`config.mk`:
```
export PLATFORM = sky130hd
export DESIGN_NAME = membus_dma
export DESIGN_NICKNAME = d
export VERILOG_FILES = /design/src/rtl/membus_dma_pkg.sv /design/src/rtl/membus_dma_regs.sv /design/src/rtl/membus_dma.sv
export SDC_FILE = /design/constraint.sdc
export NUM_CORES = 1
export LEC_CHECK = 0
export ABC_AREA = 1
export BUFFER_PORTS_ARGS = -buffer_cell sky130_fd_sc_hd__buf_4
export CAP_MARGIN = 30
export CORE_ASPECT_RATIO = 1.25
export CORE_MARGIN = 10
export CORE_UTILIZATION = 48
export CTS_BUF_LIST = sky130_fd_sc_hd__clkbuf_8
export DETAILED_ROUTE_END_ITERATION = 8
export PLACE_DENSITY_LB_ADDON = 0.05
export SETUP_SLACK_MARGIN = 0.05
export SLEW_MARGIN = 30
export SYNTH_ARGS = -nofsm -noshare
export SYNTH_HDL_FRONTEND = slang
export SYNTH_HIERARCHICAL = 1
export SYNTH_SLANG_ARGS = --single-unit
export TNS_END_PERCENT = 1
```
`constraint.sdc`:
```
create_clock -name clk -period 4.4 [get_ports clk]
set_input_delay 0.88 -clock clk [delete_from_list [all_inputs] [get_ports clk]]
set_output_delay 0.88 -clock clk [all_outputs]
set_load 0.02 [all_outputs]
```
`src/rtl/membus_dma_pkg.sv`:
```
// Shared types and constants for the memory-to-memory DMA: FSM encoding,
// config register offsets and the byte-strobe merge helper.
package membus_dma_pkg;

    typedef enum logic [1:0] {
        StIdle,
        StRd,
        StWr,
        StFin
    } dma_state_e;

    // Word offsets decoded from addr[3:2]
    localparam logic [1:0] REG_SRC  = 2'd0;
    localparam logic [1:0] REG_DST  = 2'd1;
    localparam logic [1:0] REG_LEN  = 2'd2;
    localparam logic [1:0] REG_CTRL = 2'd3;

    localparam logic [31:0] WORD_STEP = 32'd4;

    function automatic logic [31:0] apply_wstrb(input logic [31:0] cur,
                                                input logic [31:0] wdata,
                                                input logic [3:0]  wstrb);
        logic [31:0] res;
        res = cur;
        for (int i = 0; i < 4; i++) begin
            if (wstrb[i]) res[8*i +: 8] = wdata[8*i +: 8];
        end
        return res;
    endfunction

endpackage

```
`src/rtl/membus_dma_regs.sv`:
```
// Config responder: one-cycle-latency handshake, address decode, byte-strobe
// merge and registered read mux. Register storage lives in the parent.
module membus_dma_regs
    import membus_dma_pkg::*;
#(
    parameter int unsigned LEN_BITS = 16
) (
    input  logic                clk_i,
    input  logic                rst_ni,
    input  logic                valid_i,
    output logic                ready_o,
    input  logic [3:0]          wstrb_i,
    input  logic [31:0]         addr_i,
    input  logic [31:0]         wdata_i,
    output logic [31:0]         rdata_o,
    input  logic [31:0]         src_i,
    input  logic [31:0]         dst_i,
    input  logic [LEN_BITS-1:0] len_i,
    input  logic [2:0]          ctrl_i,
    output logic                src_we_o,
    output logic                dst_we_o,
    output logic                len_we_o,
    output logic                ctrl_we_o,
    output logic [31:0]         wr_data_o,
    output logic [2:0]          ctrl_data_o
);

    logic        valid_q;
    logic        ready_q;
    logic [31:0] rdata_q;
    logic        accept;
    logic        wr;
    logic [1:0]  sel;
    logic [31:0] cur;
    logic [31:0] rd_mux;
    logic [31:0] merged;
    logic        unused_addr;

    assign sel         = addr_i[3:2];
    assign unused_addr = ^{addr_i[31:4], addr_i[1:0]};

    // A request is taken on the rising edge of valid; ready answers next cycle.
    assign accept = valid_i && !valid_q && !ready_q;
    assign wr     = accept && (|wstrb_i);

    always_comb begin
        cur    = '0;
        rd_mux = '0;
        unique case (sel)
            REG_SRC: begin
                cur    = src_i;
                rd_mux = src_i;
            end
            REG_DST: begin
                cur    = dst_i;
                rd_mux = dst_i;
            end
            REG_LEN: begin
                cur    = 32'(len_i);
                rd_mux = 32'(len_i);
            end
            REG_CTRL: begin
                cur    = '0;
                rd_mux = {29'b0, ctrl_i};
            end
            default: begin
                cur    = '0;
                rd_mux = '0;
            end
        endcase
    end

    always_comb begin
        merged    = apply_wstrb(cur, wdata_i, wstrb_i);
        wr_data_o = merged;
        // Addresses are word aligned
        if (sel == REG_SRC || sel == REG_DST) wr_data_o[1:0] = 2'b00;
    end

    assign src_we_o    = wr && (sel == REG_SRC);
    assign dst_we_o    = wr && (sel == REG_DST);
    assign len_we_o    = wr && (sel == REG_LEN);
    assign ctrl_we_o   = accept && wstrb_i[0] && (sel == REG_CTRL);
    assign ctrl_data_o = wdata_i[2:0];

    always_ff @(posedge clk_i or negedge rst_ni) begin
        if (!rst_ni) begin
            valid_q <= 1'b0;
            ready_q <= 1'b0;
            rdata_q <= '0;
        end else begin
            valid_q <= valid_i;
            ready_q <= accept;
            rdata_q <= accept ? rd_mux : '0;
        end
    end

    assign ready_o = ready_q;
    assign rdata_o = rdata_q;

endmodule

```
`src/rtl/membus_dma.sv`:
```
// Word-copy DMA: reads LEN words from SRC and writes them to DST over a
// valid/ready bus, one outstanding transaction with an idle cycle between.
module membus_dma
    import membus_dma_pkg::*;
#(
    parameter int unsigned LEN_BITS = 16
) (
    input  logic        clk,
    input  logic        resetn,
    input  logic        valid,
    output logic        ready,
    input  logic [3:0]  wstrb,
    input  logic [31:0] addr,
    input  logic [31:0] wdata,
    output logic [31:0] rdata,
    output logic        m_valid,
    input  logic        m_ready,
    output logic [31:0] m_addr,
    output logic [31:0] m_wdata,
    output logic [3:0]  m_wstrb,
    input  logic [31:0] m_rdata,
    output logic        irq
);

    dma_state_e          state_q, state_d;
    logic [31:0]         src_q, src_d;
    logic [31:0]         dst_q, dst_d;
    logic [31:0]         buf_q, buf_d;
    logic [LEN_BITS-1:0] len_q, len_d;
    logic                done_q, done_d;
    logic                ie_q, ie_d;
    logic                gap_q, gap_d;

    logic                busy;
    logic                xfer;
    logic                start;
    logic                src_we, dst_we, len_we, ctrl_we;
    logic [31:0]         wr_data;
    logic [2:0]          ctrl_data;

    membus_dma_regs #(
        .LEN_BITS(LEN_BITS)
    ) u_regs (
        .clk_i      (clk),
        .rst_ni     (resetn),
        .valid_i    (valid),
        .ready_o    (ready),
        .wstrb_i    (wstrb),
        .addr_i     (addr),
        .wdata_i    (wdata),
        .rdata_o    (rdata),
        .src_i      (src_q),
        .dst_i      (dst_q),
        .len_i      (len_q),
        .ctrl_i     ({ie_q, done_q, busy}),
        .src_we_o   (src_we),
        .dst_we_o   (dst_we),
        .len_we_o   (len_we),
        .ctrl_we_o  (ctrl_we),
        .wr_data_o  (wr_data),
        .ctrl_data_o(ctrl_data)
    );

    assign busy  = (state_q != StIdle);
    assign start = ctrl_we && ctrl_data[0] && !busy;

    // gap_q holds m_valid low for the cycle after each accepted transaction
    assign m_valid = ((state_q == StRd) || (state_q == StWr)) && !gap_q;
    assign xfer    = m_valid && m_ready;

    always_comb begin
        m_addr  = '0;
        m_wdata = '0;
        m_wstrb = '0;
        if (m_valid) begin
            if (state_q == StRd) begin
                m_addr = src_q;
            end else begin
                m_addr  = dst_q;
                m_wdata = buf_q;
                m_wstrb = 4'hF;
            end
        end
    end

    always_comb begin
        state_d = state_q;
        src_d   = src_q;
        dst_d   = dst_q;
        buf_d   = buf_q;
        len_d   = len_q;
        done_d  = done_q;
        ie_d    = ie_q;
        gap_d   = xfer;

        unique case (state_q)
            StIdle: begin
                if (start) state_d = (len_q == '0) ? StFin : StRd;
            end
            StRd: begin
                if (xfer) begin
                    buf_d   = m_rdata;
                    state_d = StWr;
                end
            end
            StWr: begin
                if (xfer) begin
                    src_d   = src_q + WORD_STEP;
                    dst_d   = dst_q + WORD_STEP;
                    len_d   = len_q - LEN_BITS'(1);
                    state_d = (len_q != LEN_BITS'(1)) ? StRd : StFin;
                end
            end
            StFin: begin
                done_d  = 1'b1;
                state_d = StIdle;
            end
            default: state_d = StIdle;
        endcase

        if (!busy) begin
            if (src_we) src_d = wr_data;
            if (dst_we) dst_d = wr_data;
            if (len_we) len_d = wr_data[LEN_BITS-1:0];
        end

        if (ctrl_we) begin
            ie_d = ctrl_data[2];
            if (ctrl_data[1]) done_d = 1'b0;
        end
        if (start) done_d = 1'b0;
    end

    always_ff @(posedge clk or negedge resetn) begin
        if (!resetn) begin
            state_q <= StIdle;
            src_q   <= '0;
            dst_q   <= '0;
            buf_q   <= '0;
            len_q   <= '0;
            done_q  <= 1'b0;
            ie_q    <= 1'b0;
            gap_q   <= 1'b0;
        end else begin
            state_q <= state_d;
            src_q   <= src_d;
            dst_q   <= dst_d;
            buf_q   <= buf_d;
            len_q   <= len_d;
            done_q  <= done_d;
            ie_q    <= ie_d;
            gap_q   <= gap_d;
        end
    end

    assign irq = done_q && ie_q;

endmodule

```
== Word-level counts from Yosys, hierarchy flattened ==
Cells that the tools add are included.

* Shifts and indexed selects: 0
* $lt $le $gt $ge: 0
* Equal/unequal tests: 10
* Div/mod/pow operators: 0
* Muxes and demuxes: 36
* Reductions and logical operators: 26
* Multiply operators: 0
* Bitwise gates (word level): 0
* $add $sub $neg: 3

{| class="wikitable"
|+ Operators with widths
! kind !! number
|-
| two-way mux 32 bit || 13
|-
| case mux 32 bit (4 select lines) || 2
|-
| adder 32 x 3 -> 32 bit (second input constant) || 2
|-
| two-way mux 16 bit || 4
|-
| two-way mux 8 bit || 4
|-
| logical NOT 16 bit || 1
|-
| != test 16 x 1 -> 1 bit (second input constant) || 1
|-
| subtractor 16 x 1 -> 16 bit (second input constant) || 1
|-
| logical AND 1 bit || 13
|-
| two-way mux 2 bit || 6
|-
| equality test 2 bit (second input constant) || 4
|-
| two-way mux 4 bit || 2
|-
| case mux 2 bit (4 select lines) || 1
|-
| != test 2 bit (second input constant) || 3
|-
| equality test 2 x 1 -> 1 bit (second input constant) || 2
|-
| logical NOT 1 bit || 4
|-
| logical NOT 2 bit || 2
|-
| two-way mux 1 bit || 4
|-
| OR reduction 4 bit || 1
|-
| AND reduction 3 bit || 1
|-
| logical OR 1 bit || 2
|-
| AND reduction 2 bit || 1
|-
| nonzero test 2 bit || 1
|}

* ROM bits: 0
* Memories: 0
* Output and inout bits: 103
* Register bits after elaboration: 151
* Memory bits (writable): 0
* Bits in latches: 0
* Input bits: 104

== Logic depth before layout (Yosys ltp) ==
Gate-level depths: netlist (run 1).

* Depth after elaboration: 9
* Mapped depth: 12
* Mapped depth without buffers: 11

== Modules after synthesis ==
Netlist (run 1), hierarchy kept.

{| class="wikitable"
|+ By module, submodules not included
! module !! area an instance (um2) !! seq. area each (um2) !! instances !! cells an instance
|-
| membus_dma || 7126.8 || 2927.8 || 1 || 983
|-
| membus_dma_regs || 2383.5 || 850.8 || 1 || 356
|}

== Worst setup path after synthesis (run 1) ==
No wires, ideal clock.

* Path type: register to output
* Start: register state_q[0]
* End: output port m_addr[20]
* Data arrival time: 1842 ps
* Data required time: 3520 ps
* Setup slack: 1678 ps
* Path buffers: 1
* Cell stages (with the launch flop): 8
* Path through: dfrtp_1 inv_1 ha_1 nand2_1 inv_1 clkbuf_1 o21ai_0 a21oi_1

* Longest elaborated chain between the ends: 4
* Elaborated cells on any way between the ends: 6
* Those cells by class: eq/ne: 2; mux: 2; reduce/logical: 2

{| class="wikitable"
|+ Ends and longest elaborated chain
! item !! RTL line !! text
|-
| start: declaration || membus_dma.sv:25 || <nowiki>dma_state_e state_q, state_d;</nowiki>
|-
| start signal: assignment || membus_dma.sv:136 || <nowiki>state_q <= StIdle;</nowiki>
|-
| start signal: assignment || membus_dma.sv:145 || <nowiki>state_q <= state_d;</nowiki>
|-
| equality test 2 x 1 -> 1 bit / equality test 2 bit (equally long branches) || membus_dma.sv:68 || <nowiki>assign m_valid = ((state_q == StRd) || (state_q == StWr)) && !gap_q;</nowiki>
|-
| logical OR 1 bit * || membus_dma.sv:68 ||
|-
| logical AND 1 bit * || membus_dma.sv:68 ||
|-
| net m_valid || membus_dma.sv:16 || <nowiki>output logic m_valid,</nowiki>
|-
| two-way mux 32 bit * || membus_dma.sv:75 || <nowiki>if (m_valid) begin</nowiki>
|-
| end: declaration || membus_dma.sv:18 || <nowiki>output logic [31:0] m_addr,</nowiki>
|}

Mark *: on every way through the listed nets, which the timed path passes. The rest lies on a longest branch.

== Worst setup path after layout (run 1) ==
* Start: register state_q[1]
* End: output port m_addr[20]

* Longest elaborated chain between the ends: 4
* Elaborated cells on any way between the ends: 6
* Those cells by class: eq/ne: 2; mux: 2; reduce/logical: 2

{| class="wikitable"
|+ Ends and longest elaborated chain
! item !! RTL line
|-
| equality test 2 x 1 -> 1 bit / equality test 2 bit (equally long branches) || membus_dma.sv:68, membus_dma.sv:76
|-
| logical OR 1 bit || membus_dma.sv:68
|-
| logical AND 1 bit || membus_dma.sv:68
|-
| two-way mux 32 bit * || membus_dma.sv:75
|}

Mark *: on every way between the ends. The rest lies on a longest branch, timed or not.

==> parameters.txt, run 1 <==
Parameter                              Value

STA
  Unrepaired setup endpoints after global routing    no
  Final setup viols    0
  Rel. slew slack    37.6%
  Slew @ Worst Pin    0.934 ns
  Max frequency    0.302 GHz
  Final Max Slew Viols    0
  Aggregate negative setup slack    0 ns
  Final cycle utilization of the critical path    75.2%
  Final min period    3.31 ns
  Fin. Hold Viols    0
  Worst-case clock skew    0.0141 ns
  Hold Worst Slack    0.445 ns

Final layout
  Number of nets in the final layout    1,597
  Area used by multi-input combinational logic    4850 um2
  Final core utilization    58.3%
  Layout cells sized above 1    20.3%
  Fillcell total    1,937
  Layout-stage area growth over the synthesis result    19.4%
  Count of antenna diodes in the layout    0
  Register area    3780 um2

Clock network
  H-tree levels    4
  TritonCTS buffer count    17
  Insertion delay to the later sink of the worst-skew pair    0.47 ns
  # hold bufs at CTS    0
  Setup Buffers After CTS    0
  Post-cts gate resize count    0
  Clock tree from TritonCTS    done
  CTS sink cnt    151
  Clk pin slew, worst setup/hold paths    0.09 ns
  Clock Root Buffer    clkbuf_8
  Maximum root-to-sink buffer count    2

Power
  Maximum vdd ir drop    0.000350 V
  Static leakage    5.90 nW
  Areal power density over the cells    674 nW/um2

Synth
  Proportion of synthesized chip area in sequential cells    39.7%
  Yosys cell types    40
  Cell with the most instances after synthesis    nand2_1
  FFs w/ async S/R, synth    100%
  Synth Instances    1,339
  Avg Synthesized Cell Area    7.10 um2
  Synth Warn #    6
  Top cell types by occurrence after synthesis    395 x nand2_1, 206 x nor2_1, 151 x dfrtp_1, 135 x inv_1
  Commonest register cell after synthesis    dfrtp_1
  Post-Synthesis Net Count    1,451
  Top cell type's share of synthesized area    39.7%
  Number of enable-type register cells in the synthesized netlist    0
  Yosys top cell by area    dfrtp_1
  Syn Std Cell Area    9510 um2
  Number of synthesized register bits    151
  Top cells by area, synth    dfrtp_1 40%, nand2_1 16%, nor2_1 8.1%

Critical path
  Number of cells on the worst reg-to-reg path    9
  Startpoint class of the critical path    flip-flop
  Maximum fanout encountered on the critical timing path    15
  Type of element capturing the critical path    output port
  Critical path type    reg2out
  Reg2Reg Launch Point    state_q[0]$_DFFE_PN0P_
  Worst setup path start    state_q[1]$_DFFE_PN0P_
  Worst path arrival time    2.43 ns
  Required time at the endpoint of the critical path    3.52 ns

Job
  Max-capacitance violation count    0

Route
  Number of nets with antenna violations after detailed routing    0
  Number of DRC markers after the initial detailed-route iteration    721
  Average vias per placed instance    5.18
  Via total after detailed routing    9,139
  1st-pass router iterations    7
  Total Routed Length    31.1 mm
  Avg WL per Cell    17.6 um
  Residual DRC count    0

Global route
  First-pass GRT wire length    49.2 mm
  Largest net degree at the start of global routing    83
  Overflow left after global routing    0
  Vias in the first global route    9,116
  Total global routing track utilization    23.8%
  Number of antenna violations at the first check in global routing    0

Place
  Estimated wirelength of the detail-placed design    23.0 mm
  Gp weighted congestion    0.956
  Input/output buffers    176

Die
  Area of the core    19,500 um2
  Die Wd    146 um
  Overall die height    177 um
  Number of I/O pins    207
  Die ar.    25,900 um2
  Initial Util    48.8%
  Number of placement rows    57

Hold path
  Hold WC Path Type    in2async

Outcome
  Run status    complete, no violations
[final cells by class]
class                      instances  area share, %
multi-input combinational        985           42.7
tap                              265           2.92
clock buffer                      18           2.18
clock inverter                    14           1.65
timing repair buffer             188           12.5
sequential                       151           33.3
inverter                         142           4.80
[kinds of logic (layout without fill, tap and decap cells)]
| group | count (synthesis) | count (layout) | synth area share [%] |
|---|---|---|---|
| AOI/OAI and AO/OA | 168 | 168 | 9.91 |
| DFF | 151 | 151 | 39.7 |
| xor gates and xnor gates | 30 | 30 | 2.76 |
| muxes | 33 | 33 | 3.91 |
| adders and majority gates | 8 | 8 | 1.05 |
| buffers and inverters | 203 | 362 | 9.35 |
| and+or+nand+nor | 746 | 746 | 33.3 |
[sequential cells by signal, indices dropped and copies added (netlist names)]
signal / flops
buf_q: 32
u_regs/ready_o: 1
state_q: 2
dst_q: 32
done_q: 1
gap_q: 1
ie_q: 1
u_regs/rdata_o: 32
len_q: 16
src_q: 32
u_regs/valid_q: 1
[power breakdown]
part	switching (mW)	leakage, nW	internal [mW]	total, mW
clock network	0.613	0.222	0.594	1.21
registers	0.666	1.86	1.94	2.60
logic	2.41	3.82	1.43	3.84
total	3.69	5.90	3.96	7.65
[layout by cell type (no fill, tap or decap), drive strengths merged, types with 17 or more instances in the layout]
cell | synthesis | layout
dfrtp | 151 | 151
nand2 | 397 | 397
buf | 32 | 188
mux2 | 33 | 33
nor3 | 17 | 17
a21oi | 82 | 82
nand4 | 22 | 22
xor2 | 21 | 21
clkbuf | 29 | 18
nand3 | 89 | 89
nor2 | 219 | 219
o21ai | 64 | 64
inv | 138 | 144
[worst max-delay path: stages, from the launching register on]
cell	delay, ns
dfrtp_1	0.39
inv_1	0.09
ha_1	0.34
nand2_2	0.07
inv_1	0.45
o21ai_0	0.20
a21oi_1	0.23
buf_4	0.19
[path summary, 6_finish.rpt]
check	end	slack [ns]
max	m_addr[20]	1.09
min	u_regs/rdata_o[7]$_DFF_PN0_	0.45
max reg2reg	dst_q[23]$_DFF_PN0_	1.81
min reg2reg	buf_q[15]$_DFFE_PN0P_	0.51
max in group asynchronous	src_q[26]$_DFF_PN0_	2.96
min in group clk	buf_q[15]$_DFFE_PN0P_	0.51
[stage by stage]
step	cells	power, mW	instance area [um2]	setup slack [ns]
floorplan	1339	4.97	9510	1.68
global route	1763	8.22	11400	0.967
global placement	1731	6.44	10900	1.18
detailed placement	1731	6.49	10900	1.14
finish	1763	7.65	11400	1.09
CTS	1763	7.71	11400	1.07
[per-layer routing]
metal | routed length [um] | track usage, % | part of all wire [%] | up-vias
met5 | 0 | 0 | 0 | -
met4 | 1020 | 9.96 | 3.3 | 0
met3 | 1650 | 4.74 | 5.3 | 53
met2 | 15600 | 41.6 | 50 | 267
met1 | 12800 | 28.1 | 41 | 4283
li1 | - | - | - | 4536
No activity file was read; power rests on OpenSTA's default activity.
==> run 2: changes to the inputs <==
--- a/config.mk
+++ b/config.mk
@@ -5,7 +5,7 @@
 export SDC_FILE = /design/constraint.sdc
 export NUM_CORES = 1
 export LEC_CHECK = 0
-export ABC_AREA = 1
+export ABC_AREA = 0
 export BUFFER_PORTS_ARGS = -buffer_cell sky130_fd_sc_hd__buf_4
 export CAP_MARGIN = 30
 export CORE_ASPECT_RATIO = 1.25
==> constraint.sdc (replaced) <==
create_clock -name clk -period 3.3 [get_ports clk]
set_input_delay 0.66 -clock clk [delete_from_list [all_inputs] [get_ports clk]]
set_output_delay 0.66 -clock clk [all_outputs]
set_load 0.02 [all_outputs]
==> parameters.txt, run 2 <==
Parameter                              Value

Final layout
  Highest-count cells in the layout ignoring fill and taps    195 x buf_4, 151 x dfrtp_1, 114 x nand2_1, 70 x nor2_1, 62 x mux2i_1
  Count of antenna diodes in the layout    0
  Layout cells sized above 1    27.3%
  Number of nets in the final layout    1,166
  Most common library cell in the layout ignoring fill and taps    buf_4
  Fillcell total    1,621
  Layout-stage area growth over the synthesis result    21.2%

STA
  Final cycle utilization of the critical path    89.7%
  Worst-case clock skew    0.0157 ns
  Final setup viols    0
  Rel. slew slack    45.3%
  Post-route worst setup slack    0.339 ns
  Fin. Hold Viols    0
  Unrepaired setup endpoints after global routing    no
  Final Max Slew Viols    0
  Final min period    2.96 ns
  Slew @ Worst Pin    0.814 ns
  Max frequency    0.338 GHz
  Aggregate negative setup slack    0 ns

Route
  Number of nets with antenna violations after detailed routing    0
  Avg WL per Cell    19.9 um
  Via total after detailed routing    7,285
  1st-pass router iterations    5
  Number of DRC markers after the initial detailed-route iteration    462
  Average vias per placed instance    5.65
  Total Routed Length    25.7 mm
  Residual DRC count    0

Synth
  Number of synthesized register bits    151
  Synth Instances    906
  Syn Std Cell Area    8690 um2
  Top cell type's share of synthesized area    43.5%
  Synth Warn #    6
  Avg Synthesized Cell Area    9.59 um2
  Yosys cell types    55
  FFs w/ async S/R, synth    100%
  Cell with the most instances after synthesis    dfrtp_1
  Top cell types by occurrence after synthesis    151 x dfrtp_1, 114 x nand2_1, 70 x nor2_1, 62 x mux2i_1, 48 x mux2_2
  Post-Synthesis Net Count    1,018
  Number of enable-type register cells in the synthesized netlist    0
  Top cells by area, synth    dfrtp_1 43%, mux2i_1 7.1%, mux2_2 6.2%
  Proportion of synthesized chip area in sequential cells    43.5%
  Yosys top cell by area    dfrtp_1
  Commonest register cell after synthesis    dfrtp_1

Place
  Setup Slack @ Placement    0.522 ns
  Gp weighted congestion    0.857
  Estimated wirelength of the detail-placed design    18.5 mm
  Input/output buffers    176

Outcome
  Run status    complete, no violations

Clock network
  H-tree levels    4
  CTS sink cnt    151
  Clk pin slew, worst setup/hold paths    0.09 ns
  Clock Root Buffer    clkbuf_8
  Maximum root-to-sink buffer count    2
  Insertion delay to the later sink of the worst-skew pair    0.46 ns
  TritonCTS buffer count    17
  Clock tree from TritonCTS    done
  Setup Buffers After CTS    0
  # hold bufs at CTS    0

Die
  Overall die height    170 um
  Area of the core    17,600 um2
  Initial Util    49.3%
  Die ar.    23,900 um2
  Die Wd    140 um
  Number of I/O pins    207
  Number of placement rows    54

Critical path
  Critical path type    reg2out
  Number of cells on the worst reg-to-reg path    7
  Startpoint class of the critical path    flip-flop
  Reg2Reg Launch Point    state_q[0]$_DFFE_PN0P_
  Type of element capturing the critical path    output port
  Worst reg2reg endpoint    len_q[6]$_DFF_PN0_
  Worst path arrival time    2.30 ns
  R2R Setup Slk    0.48 ns
  Required time at the endpoint of the critical path    2.64 ns
  Worst setup path start    state_q[1]$_DFFE_PN0P_
  Maximum fanout encountered on the critical timing path    21

Power
  Overall power of the completed layout    8.84 mW
  Maximum vdd ir drop    0.000490 V
  Static leakage    4.73 nW
  Areal power density over the cells    839 nW/um2

Global route
  Largest net degree at the start of global routing    62
  Overflow left after global routing    0
  Total global routing track utilization    21.3%
  First-pass GRT wire length    41.4 mm
  Vias in the first global route    7,660
  Number of antenna violations at the first check in global routing    0

Hold path
  Hold WC Path Type    in2async

Job
  Max-capacitance violation count    0
[run 2: cell count changes in the layout (fill, tap and decap cells not counted), sizes merged, moves of 19 or more]
| cell | delta |
|---|---|
| a21oi | -61 |
| and2 | +22 |
| and3 | +38 |
| inv | -127 |
| mux2i | +62 |
| nand2 | -283 |
| nand3 | -66 |
| nor2 | -149 |
| nor4 | +19 |
| xnor2 | +35 |
[run 2: worst max-delay path, cell delays in order (launching register included)]
cell and delay [ns]:
dfrtp_1 0.42, inv_1 0.12, ha_4 0.33, buf_4 0.43
mux2i_1 0.30, nor2_1 0.06, buf_4 0.17
[run 2: where the power goes]
| part | total [mW] | leakage, nW | internal (mW) | switching [mW] |
|---|---|---|---|---|
| Combinational | 4.09 | 2.61 | 1.84 | 2.25 |
| Sequential | 3.34 | 1.94 | 2.53 | 0.810 |
| Clock | 1.40 | 0.186 | 0.682 | 0.721 |
| Total | 8.84 | 4.73 | 5.05 | 3.78 |
[run 2: kinds of logic (layout without fill, tap and decap cells)]
family | count (synthesis) | count (layout) | synth area share, %
AND/OR/NAND/NOR | 364 | 364 | 21.6
multiplexers | 112 | 112 | 13.9
XOR/XNOR | 70 | 70 | 7.05
adder cells (fa/ha/maj) | 8 | 8 | 1.15
buffers and inverters | 82 | 242 | 4.45
flip-flops | 151 | 151 | 43.5
AO/OA/AOI/OAI | 119 | 119 | 8.42
[run 2: timing repair]
action / in CTS / in global routing
hold endpoints to repair: 0 / 0
setup endpoints to repair: 0 / 6
resized for setup: 0 / 1
[run 2: per-stage QoR]
| stage | utilization, % | instance area (um2) | instances | hold WS (ns) |
|---|---|---|---|---|
| final | 59.7 | 10500 | 1290 | 0.180 |
| after global routing | 59.7 | 10500 | 1290 | 0.197 |
| after CTS | 59.7 | 10500 | 1290 | 0.185 |
| after detailed placement | 57.5 | 10100 | 1259 | 0.488 |
| after global placement | 57.5 | 10100 | 1259 | 0.478 |
| after floorplan | - | 8690 | 906 | 0.364 |
[run 2: area by class of cell]
type	instances	area (um2)	share of cell area, %
Clock buffer	18	248	2.35
Tap cell	224	280	2.66
Inverter	14	57.6	0.547
Timing Repair Buffer	197	1500	14.2
Multi-Input combinational cell	673	4540	43.1
Sequential cell	151	3780	35.9
Clock inverter	13	133	1.26
[run 2: layer usage]
metal | vias up | part of all wire [%] | track usage (%)
li1 | 3481 | - | -
met1 | 3561 | 42 | 25.7
met2 | 217 | 51 | 36.9
met3 | 26 | 5.5 | 5.10
met4 | 0 | 1.6 | 6.29
met5 | - | 0 | 0
[run 2: how the worst max path moves through the flow]
stage | to | cells past startpoint
2_1_floorplan | m_wstrb[1] | 6
3_5_place_dp | len_q[11]$_DFF_PN0_ | 9
4_1_cts | m_addr[15] | 6
3_3_place_gp | len_q[14]$_DFF_PN0_ | 9
5_1_grt | m_addr[14] | 6
6_report | m_addr[15] | 6
